**src/rtl/video_timing_gen.sv**
```systemverilog
// Runtime-reconfigurable raster timing generator: power-up hold-off, valid/ready
// geometry load, and glitch-free geometry switching at frame boundaries.
module video_timing_gen #(
  parameter int CNT_W          = 12,
  parameter int POWERUP_CYCLES = 2700000,
  parameter int PU_W           = 22
) (
  input  logic             clk,
  input  logic             rst_n,
  input  logic [CNT_W-1:0] cfg_total_w,
  input  logic [CNT_W-1:0] cfg_total_h,
  input  logic [CNT_W-1:0] cfg_act_w,
  input  logic [CNT_W-1:0] cfg_act_h,
  input  logic [CNT_W-1:0] cfg_hs_start,
  input  logic [CNT_W-1:0] cfg_hs_size,
  input  logic [CNT_W-1:0] cfg_vs_start,
  input  logic [CNT_W-1:0] cfg_vs_size,
  input  logic             cfg_invert,
  input  logic             cfg_valid,
  output logic             cfg_ready,
  output logic             cfg_err,
  output logic             running,
  output logic             hsync,
  output logic             vsync,
  output logic             de,
  output logic [CNT_W-1:0] px,
  output logic [CNT_W-1:0] py,
  output logic             line_start,
  output logic             frame_start
);

  // Two guard bits so a three-term sum of CNT_W fields can never wrap.
  localparam int SUM_W = CNT_W + 2;
  localparam logic [CNT_W-1:0] ONE     = CNT_W'(1);
  localparam logic [PU_W-1:0]  PU_LAST = PU_W'(POWERUP_CYCLES - 1);

  typedef struct packed {
    logic [CNT_W-1:0] total_w;
    logic [CNT_W-1:0] total_h;
    logic [CNT_W-1:0] act_w;
    logic [CNT_W-1:0] act_h;
    logic [CNT_W-1:0] hs_start;
    logic [CNT_W-1:0] hs_size;
    logic [CNT_W-1:0] vs_start;
    logic [CNT_W-1:0] vs_size;
    logic             invert;
  } geom_t;

  typedef enum logic [1:0] {
    PWRUP    = 2'd0,
    WAIT_CFG = 2'd1,
    RUN      = 2'd2
  } state_t;

  function automatic logic [SUM_W-1:0] ext(input logic [CNT_W-1:0] v);
    return SUM_W'(v);
  endfunction

  function automatic logic is_legal(input geom_t g);
    logic [SUM_W-1:0] h_end;
    logic [SUM_W-1:0] v_end;
    h_end = ext(g.act_w) + ext(g.hs_start) + ext(g.hs_size);
    v_end = ext(g.act_h) + ext(g.vs_start) + ext(g.vs_size);
    return (g.act_w < g.total_w) && (g.act_h < g.total_h) &&
           (g.hs_size != '0) && (g.vs_size != '0) &&
           (h_end <= ext(g.total_w)) && (v_end <= ext(g.total_h));
  endfunction

  // True when c lies in [base+ofs, base+ofs+size).
  function automatic logic in_win(input logic [CNT_W-1:0] c,
                                  input logic [CNT_W-1:0] base,
                                  input logic [CNT_W-1:0] ofs,
                                  input logic [CNT_W-1:0] size);
    logic [SUM_W-1:0] lo;
    logic [SUM_W-1:0] hi;
    lo = ext(base) + ext(ofs);
    hi = lo + ext(size);
    return (ext(c) >= lo) && (ext(c) < hi);
  endfunction

  state_t           state;
  logic [PU_W-1:0]  pu_cnt;
  geom_t            pend;
  logic             pend_vld;
  geom_t            shadow;
  logic [CNT_W-1:0] x_p0;
  logic [CNT_W-1:0] y_p0;

  geom_t cfg_word;
  logic  pend_legal;
  logic  x_last;
  logic  y_last;
  logic  apply_now;
  logic  accept;

  assign cfg_word = {cfg_total_w, cfg_total_h, cfg_act_w, cfg_act_h,
                     cfg_hs_start, cfg_hs_size, cfg_vs_start, cfg_vs_size,
                     cfg_invert};

  assign cfg_ready  = (state != PWRUP) && !pend_vld;
  assign accept     = cfg_valid && cfg_ready;
  assign pend_legal = is_legal(pend);
  assign x_last     = (x_p0 == shadow.total_w - ONE);
  assign y_last     = (y_p0 == shadow.total_h - ONE);
  // A running raster only takes new geometry on its final pixel, so frames are never cut.
  assign apply_now  = pend_vld && pend_legal &&
                      ((state == WAIT_CFG) || ((state == RUN) && x_last && y_last));

  always_ff @(posedge clk or negedge rst_n) begin
    if (!rst_n) begin
      state       <= PWRUP;
      pu_cnt      <= '0;
      pend        <= '0;
      pend_vld    <= 1'b0;
      shadow      <= '0;
      x_p0        <= '0;
      y_p0        <= '0;
      cfg_err     <= 1'b0;
      running     <= 1'b0;
      hsync       <= 1'b0;
      vsync       <= 1'b0;
      de          <= 1'b0;
      px          <= '0;
      py          <= '0;
      line_start  <= 1'b0;
      frame_start <= 1'b0;
    end else begin
      cfg_err <= 1'b0;
      if (accept) begin
        pend     <= cfg_word;
        pend_vld <= 1'b1;
      end else if (pend_vld && !pend_legal) begin
        pend_vld <= 1'b0;
        cfg_err  <= 1'b1;
      end else if (apply_now) begin
        pend_vld <= 1'b0;
        shadow   <= pend;
      end

      // stage 0: raster counters
      case (state)
        PWRUP: begin
          if (pu_cnt == PU_LAST) state <= WAIT_CFG;
          else                   pu_cnt <= pu_cnt + PU_W'(1);
        end
        WAIT_CFG: begin
          if (apply_now) begin
            state <= RUN;
            x_p0  <= '0;
            y_p0  <= '0;
          end
        end
        RUN: begin
          if (x_last) begin
            x_p0 <= '0;
            y_p0 <= y_last ? '0 : y_p0 + ONE;
          end else begin
            x_p0 <= x_p0 + ONE;
          end
        end
        default: state <= PWRUP;
      endcase

      // stage 1: decoded outputs, one cycle behind the counters
      if (state == RUN) begin
        running     <= 1'b1;
        px          <= x_p0;
        py          <= y_p0;
        de          <= (x_p0 < shadow.act_w) && (y_p0 < shadow.act_h);
        hsync       <= in_win(x_p0, shadow.act_w, shadow.hs_start, shadow.hs_size) ^ shadow.invert;
        vsync       <= in_win(y_p0, shadow.act_h, shadow.vs_start, shadow.vs_size) ^ shadow.invert;
        line_start  <= (x_p0 == '0);
        frame_start <= (x_p0 == '0) && (y_p0 == '0);
      end else begin
        running     <= 1'b0;
        px          <= '0;
        py          <= '0;
        de          <= 1'b0;
        hsync       <= shadow.invert;
        vsync       <= shadow.invert;
        line_start  <= 1'b0;
        frame_start <= 1'b0;
      end
    end
  end

endmodule

```
**config.mk**
```make
export PLATFORM = sky130hd
export DESIGN_NAME = video_timing_gen
export DESIGN_NICKNAME = d
export VERILOG_FILES = /design/src/rtl/video_timing_gen.sv
export SDC_FILE = /design/constraint.sdc
export NUM_CORES = 1
export LEC_CHECK = 0
export BUFFER_PORTS_ARGS = -buffer_cell sky130_fd_sc_hd__buf_2
export CAP_MARGIN = 20
export CORE_UTILIZATION = 50
export CTS_BUF_LIST = sky130_fd_sc_hd__clkbuf_4 sky130_fd_sc_hd__clkbuf_8
export DETAILED_ROUTE_END_ITERATION = 7
export PLACE_DENSITY = 0.66
export RECOVER_POWER = 50
export SYNTH_ARGS = -nofsm -noshare
export SYNTH_HDL_FRONTEND = slang
export SYNTH_SLANG_ARGS = --single-unit
```
**constraint.sdc**
```tcl
create_clock -name clk -period 7.3 [get_ports clk]
set_input_delay 0.73 -clock clk [delete_from_list [all_inputs] [get_ports clk]]
set_output_delay 0.73 -clock clk [all_outputs]
set_load 0.01 [all_outputs]
```
==> results of run 1 <==
-- per-layer routing --
layer,global-route usage,vias up,wire length (um)
met5,0,-,0
met4,0.0652,0,788
met3,0.0383,55,2160
met2,0.358,341,18100
met1,0.355,6423,21400
li1,-,6214,-
-- worst register-to-register path, cell delays in order (launching register included) --
cell and delay, ns:
dfrtp_1 0.37, inv_1 0.08, fa_1 0.46, inv_1 0.07
ha_1 0.21, inv_1 0.07, fa_1 0.39, inv_1 0.07
a21oi_1 0.08, o22ai_1 0.27, o211ai_1 0.21, nand2b_1 0.11
a21oi_1 0.08, xnor2_1 0.13, ha_1 0.29, nand2_1 0.07
nor4b_1 0.44, o22ai_1 0.12, or3_1 0.37, nor4_1 0.31
and4_1 0.45, nand3_4 0.35, buf_12 0.38, mux2_4 0.38
-- kinds of logic after synthesis --
kind of cell               share of synthesized area
adders and majority gates                      0.170
muxes                                          0.130
xor gates and xnor gates                      0.0547
AOI/OAI and AO/OA                              0.109
and+or+nand+nor                                0.113
DFF                                            0.386
buffers and inverters                         0.0370
-- through the flow --
stage | hold slack, ns | utilization
2_1_floorplan | 0.434 | -
6_report | 0.344 | 0.573
3_5_place_dp | 0.460 | 0.543
5_1_grt | 0.322 | 0.573
3_3_place_gp | 0.457 | 0.543
4_1_cts | 0.217 | 0.573
-- power by group --
part | leakage, nW | switching [mW] | internal (mW) | total [mW]
sequential | 3.82 | 0 | 1.52 | 1.52
clock | 0.558 | 0.652 | 0.867 | 1.52
combinational | 5.85 | 0.0380 | 0.0205 | 0.0585
total | 10.2 | 0.690 | 2.41 | 3.10
-- registers in the layout, indices dropped and copies added, names as in the netlist --
signal and count:
line_start 1, shadow 97, hsync 1, y_p0 12
frame_start 1, px 12, pu_cnt 22, py 12
x_p0 12, pend_vld 1, state 2, de 1
cfg_err 1, pend 97, vsync 1, running 1
-- final cells by class --
| type | count | area [um2] | share of cell area |
|---|---|---|---|
| clock inverters | 13 | 103 | 0.00515 |
| inverters | 126 | 473 | 0.0237 |
| clock buffers | 74 | 950 | 0.0477 |
| flip-flops and latches | 274 | 6860 | 0.344 |
| repair buffers | 135 | 706 | 0.0354 |
| well taps | 455 | 569 | 0.0286 |
| multi-input cells | 1199 | 10300 | 0.515 |
-- worst paths after layout --
path,depth (start not counted),end,slack (ns),startpoint
max in group asynchronous,1,shadow[25],1.79,rst_n
worst min register to register,1,pu_cnt[7],0.47,pu_cnt[7]
min in group asynchronous,1,py[1],2.35,rst_n
worst max register to register,23,shadow[67],1.41,pend[26]
worst max-delay path,23,shadow[67],1.41,pend[26]
worst min-delay path,2,pend[88],0.34,cfg_total_w[3]
-- cells in the final DEF, fill, tap and decap left out, types with 9 or more instances in the layout --
cell	netlist	layout
a31oi_1	16	16
clkbuf_4	0	11
a21oi_1	77	77
and2_1	19	19
nor2_1	58	58
o21a_1	10	10
nand2b_1	28	28
buf_2	7	125
a211oi_1	18	18
or2_2	9	9
a2111oi_0	10	10
and3_1	20	20
mux2_4	23	23
nand3_1	54	54
nor3_1	15	15
nor2b_1	14	14
nor4_1	18	18
xnor2_1	83	83
a21o_1	22	22
mux2i_1	11	11
mux2_2	165	165
o21bai_1	9	9
fa_1	30	30
o21ai_0	56	56
inv_1	126	126
dfrtp_1	274	274
or4_1	9	9
nand2_1	67	66
clkbuf_8	0	63
xor2_1	28	28
o211ai_1	14	14
ha_1	193	193
nand4_1	21	21
==> flow_summary.yaml, run 1 <==
sta:
  min_period_ns: 5.89
  finClkSkew_ns: 0.0428
  timing.final.crit_share: 0.807
  slew_headroom: -2.66
  slew_violations: 121
  hold_viol: 0
  rsz0062_at_grt: "no"
  setup_violations: 0
  tightestPinTransition_ns: 5.48
  tns_ns: 0
  max_freq_mhz: 170
  finalWorstSetupSlack_ns: 1.41
clock_network:
  clock-sinks: 274
  htree_levels: 2
  clk_pin_slew_ns: 0.06
  cts_tree: "yes"
  postCtsSetupBuffers: 0
  numCtsBuffers: 48
  cts_resized: 0
  hold_buffers: 0
  cts_buffer_depth: 3
  clock-root-buffer: "clkbuf_8"
  clock_latency_ns: 0.62
finish:
  area_delta_synth_final_pct: 12.1
  nets: 2107
  layout-drive-gt1-share: 0.236
  insertedDiodeCount: 0
  fin_area_mm2: 0.0199
  fillers: 2961
  final_cells: 2276
die:
  dieArea_mm2: 0.0363
  start_util: 0.511
  die_h_um: 191
  core_area_mm2: 0.0348
  die_w_um: 191
  fp-row-count: 68
  ios: 132
synthesis:
  avgSynthCellArea_um2: 10.8
  yosysMostFrequentCell: "dfrtp_1"
  synth_top_area_frac: 0.386
  netlist_instances: 1639
  yosysSeqAreaShare: 0.386
  ys_ff_latch: 274
  syn_nets: 1962
  synth_cell_type_count: 70
  ys.flop_type: "dfrtp_1"
  synth_commonest_cells: "dfrtp_1, ha_1, mux2_2"
  yosysTopAreaCell: "dfrtp_1"
  synth_area_leaders: "dfrtp_1, ha_1, mux2_2, xnor2_1, fa_1"
  synth_area_mm2: 0.0178
  yosys_warnings: 0
  synth_edf_count: 0
  synth-async-reset-ratio: 1.00
flow_run:
  drv_cap: 1
detailed_routing:
  postRouteAntennaNets: 0
  drtIter0Drc: 688
  route.detailed.drc: 0
  detail_route.vias_per_cell: 5.73
  drt-pass1-iter-count: 5
  finalWirelength_mm: 42.4
  wl_per_cell_um: 18.6
  via_count: 13000
global_routing:
  overflow: 0
  antenna_found_initial: 0
  grt_pass1_wl_mm: 67.7
  first_global_vias: 12800
  gr-usage-all-layers: 0.239
  grt_max_degree: 156
placement:
  hpwl_mm: 32.3
  place_congestion: 0.863
  dp_slack_ns: 1.53
  place_inst: 2189
  dpl_cell_area_mm2: 0.0189
  port-buffer-count: 131
worst_setup_path:
  crit_top_cell: "inv_1"
  max_stage_delay_ns: 0.46
  critPathBufInv: 5
  worst_ep_arrival_time_ns: 6.36
  critPathLaunchType: "register"
  crit_slowest_cell: "fa_1"
  critical-path-top-delay-family: "simple AND/OR/NAND/NOR gates"
  worstSetupPathType: "register to register"
  worst-path-max-fanout: 81
  cp.required_ns: 7.77
  worstPathCellList: "inv_1, fa_1, inv_1, ha_1, inv_1, fa_1, inv_1, a21oi_1, o22ai_1, o211ai_1, nand2b_1, a21oi_1, xnor2_1, ha_1, nand2_1, nor4b_1, o22ai_1, or3_1, nor4_1, and4_1, nand3_4, buf_12, mux2_4"
  endpoint_kind: "register"
outcome:
  violations: "max-capacitance violations, max-slew violations"
  status: "complete, but fails checks"
hold_path:
  min_path_type: "primary input to register"
power_and_ir_drop:
  totalPowerFinal_mw: 3.10
  vdd_drop_max_mv: 0.146
  cellLeakagePower_nw: 10.2
  powerDensity_mw_per_mm2: 155
No activity file was read; power rests on OpenSTA's default activity.
==> run 2: changes to the inputs <==
- ABC_AREA: not set -> 1
- clock period: 7.3 -> 5.71 ns (I/O delays scaled with it)
==> run 2 against run 1 <==
Against the previous run:
- die area increased by 3.6%
- largest power group is now the clock network
- register-to-register slack worse by 0.54 ns
- sequential share of layout area is 0.99 points lower
- critical path depth is 2 higher
- sequential power up 28%
- clock-buffer cell count down 1
- cell count grew 28%
- via count is 19% higher
- the run still ends with max-capacitance violations, max-slew violations left
- power rose by 29%
- worst setup slack worse by 0.54 ns
- clock skew grew 0.0092 ns
- largest cell class unchanged
==> flow_summary.yaml, run 2 <==
outcome:
  status: "complete, but fails checks"
  violations: "max-capacitance violations, max-slew violations"
sta:
  rsz0062_at_grt: "no"
  slew_violations: 127
  min_period_ns: 4.85
  finalWorstSetupSlack_ns: 0.863
  timing.final.crit_share: 0.849
  tightestPinTransition_ns: 4.15
  setup_violations: 0
  max_freq_mhz: 206
  tns_ns: 0
  finClkSkew_ns: 0.0520
  slew_headroom: -1.76
  hold_slack_ns: 0.153
  hold_viol: 0
global_routing:
  antenna_found_initial: 0
  first_global_vias: 15000
  overflow: 0
  gr-usage-all-layers: 0.255
  grt_max_degree: 99
  grt_pass1_wl_mm: 76.8
worst_setup_path:
  setup.worst_path.end: "y_p0[1]"
  critical-path-top-delay-family: "simple AND/OR/NAND/NOR gates"
  critPathLaunchType: "register"
  worst-path-max-fanout: 12
  endpoint_kind: "register"
  max_stage_delay_ns: 0.48
  critPathBufInv: 4
  crit_slowest_cell: "fa_1"
  r2r_cells: 25
  crit_cells: 25
  cp.required_ns: 6.20
  rr_endpoint: "y_p0[1]"
  crit_top_cell: "nand2_1"
  critPathLaunch: "pend[26]"
  r2r_setup_slack_ns: 0.86
  r2r_start: "pend[26]"
  worst_ep_arrival_time_ns: 5.34
  worstSetupPathType: "register to register"
synthesis:
  avgSynthCellArea_um2: 8.06
  yosysTopAreaCell: "dfrtp_1"
  synth_edf_count: 0
  synth_commonest_cells: "nand2_1, dfrtp_1, inv_1"
  yosysMostFrequentCell: "nand2_1"
  netlist_instances: 2285
  synth_area_mm2: 0.0184
  synth_cell_type_count: 42
  synth-async-reset-ratio: 1.00
  yosysSeqAreaShare: 0.372
  synth_area_leaders: "dfrtp_1, ha_1, nand2_1, nand3_1, inv_1"
  ys.flop_type: "dfrtp_1"
  synth_top_area_frac: 0.372
  syn_nets: 2608
  yosys_warnings: 0
  ys_ff_latch: 274
die:
  dieArea_mm2: 0.0376
  die_w_um: 194
  core_area_mm2: 0.0359
  start_util: 0.513
  fp-row-count: 69
  die_h_um: 194
  ios: 132
finish:
  area_delta_synth_final_pct: 11.4
  reg.largest.list: "pend x97, shadow x97, pu_cnt x22"
  fillers: 3327
  layout.area.seq_mm2: 0.00686
  nets: 2739
  fin_area_mm2: 0.0205
  multi_input_area_mm2: 0.0104
  final_cell_mix: "nand2_1, dfrtp_1, inv_1"
  layout-drive-gt1-share: 0.108
  final_cells: 2910
  insertedDiodeCount: 0
  final_core_util: 0.571
  final_common_cell: "nand2_1"
detailed_routing:
  detail_route.vias_per_cell: 5.32
  route.detailed.drc: 0
  via_count: 15500
  postRouteAntennaNets: 0
  drt-pass1-iter-count: 5
  drtIter0Drc: 1011
  finalWirelength_mm: 46.8
  wl_per_cell_um: 16.1
power_and_ir_drop:
  p_comb_frac: 0.019
  vdd_drop_max_mv: 0.168
  swShare: 0.221
  p_clk_frac: 0.495
  totalPowerFinal_mw: 3.99
  cellLeakagePower_nw: 11.4
  p_switching_mw: 0.881
  intPower_mw: 3.11
  seqPwrFrac: 0.487
  powerDensity_mw_per_mm2: 195
placement:
  place_congestion: 0.896
  port-buffer-count: 131
  hpwl_mm: 35.9
  dpl_cell_area_mm2: 0.0195
  place_inst: 2828
  dp_slack_ns: 0.910
clock_network:
  cts_buffer_depth: 3
  htree_levels: 2
  postCtsSetupBuffers: 0
  clock-sinks: 274
  clk_pin_slew_ns: 0.06
  clock-root-buffer: "clkbuf_8"
  cts_tree: "yes"
  cts_resized: 0
  numCtsBuffers: 46
  clock_latency_ns: 0.65
  hold_buffers: 1
flow_run:
  drv_cap: 2
hold_path:
  min_path_type: "primary input to register"
run 2: worst min-delay path by stage:
| stage | depth (start not counted) | from | endpoint |
|---|---|---|---|
| final | 2 | cfg_act_h[0] | pend[49] |
| after global routing | 2 | cfg_vs_start[4] | pend[17] |
| after CTS | 2 | cfg_act_h[0] | pend[49] |
| after detailed placement | 2 | shadow[22] | shadow[22] |
| after global placement | 2 | shadow[40] | shadow[40] |
| after floorplan | 0 | rst_n | cfg_err |
run 2: power groups by stage:
stage | Clock (mW) | Sequential [mW] | Combinational [mW]
after floorplan | 0 | 1.98 | 0.000618
after detailed placement | 0 | 1.98 | 0.0782
after global routing | 2.12 | 1.94 | 0.0867
after global placement | 0 | 1.98 | 0.0772
final | 1.98 | 1.94 | 0.0744
after CTS | 2.04 | 1.94 | 0.0790
run 2: worst reg2reg max path, stage by stage, from the launching register on:
cell and delay [ns]:
dfrtp_1 0.35, inv_1 0.08, fa_1 0.48, inv_1 0.07
ha_1 0.16, inv_1 0.06, fa_1 0.39, o21ai_0 0.23
a21oi_1 0.14, o21ai_0 0.33, nand3_1 0.13, nand2_1 0.09
xor2_1 0.17, ha_1 0.27, nand2_1 0.09, inv_1 0.04
nand2_1 0.05, nand2_1 0.04, nand2_1 0.05, nand2_1 0.04
nor2_1 0.25, nand3_1 0.20, nand2_1 0.41, nand2_1 0.37
nand2_1 0.14, nand2_1 0.06
run 2: layer usage:
| metal | track usage | part of all wire | vias to the layer above |
|---|---|---|---|
| met5 | 0 | 0 | - |
| met4 | 0.0811 | 0.027 | 0 |
| met3 | 0.0473 | 0.058 | 93 |
| met2 | 0.371 | 0.41 | 408 |
| met1 | 0.383 | 0.50 | 7256 |
| li1 | - | - | 7731 |
run 2: kinds of logic after synthesis:
kind of cell | share of synthesized area
fa+ha+maj | 0.164
simple gates | 0.246
xor+xnor | 0.0488
mux | 0.0385
compound gates | 0.0643
flops | 0.372
buf+inv | 0.0664
run 2: area by class of cell:
type	instances	area share
multi-input combinational	1695	0.505
inverter	258	0.0472
timing repair buffer	141	0.0340
tap	461	0.0281
sequential	274	0.334
clock buffer	73	0.0459
clock inverter	8	0.00579
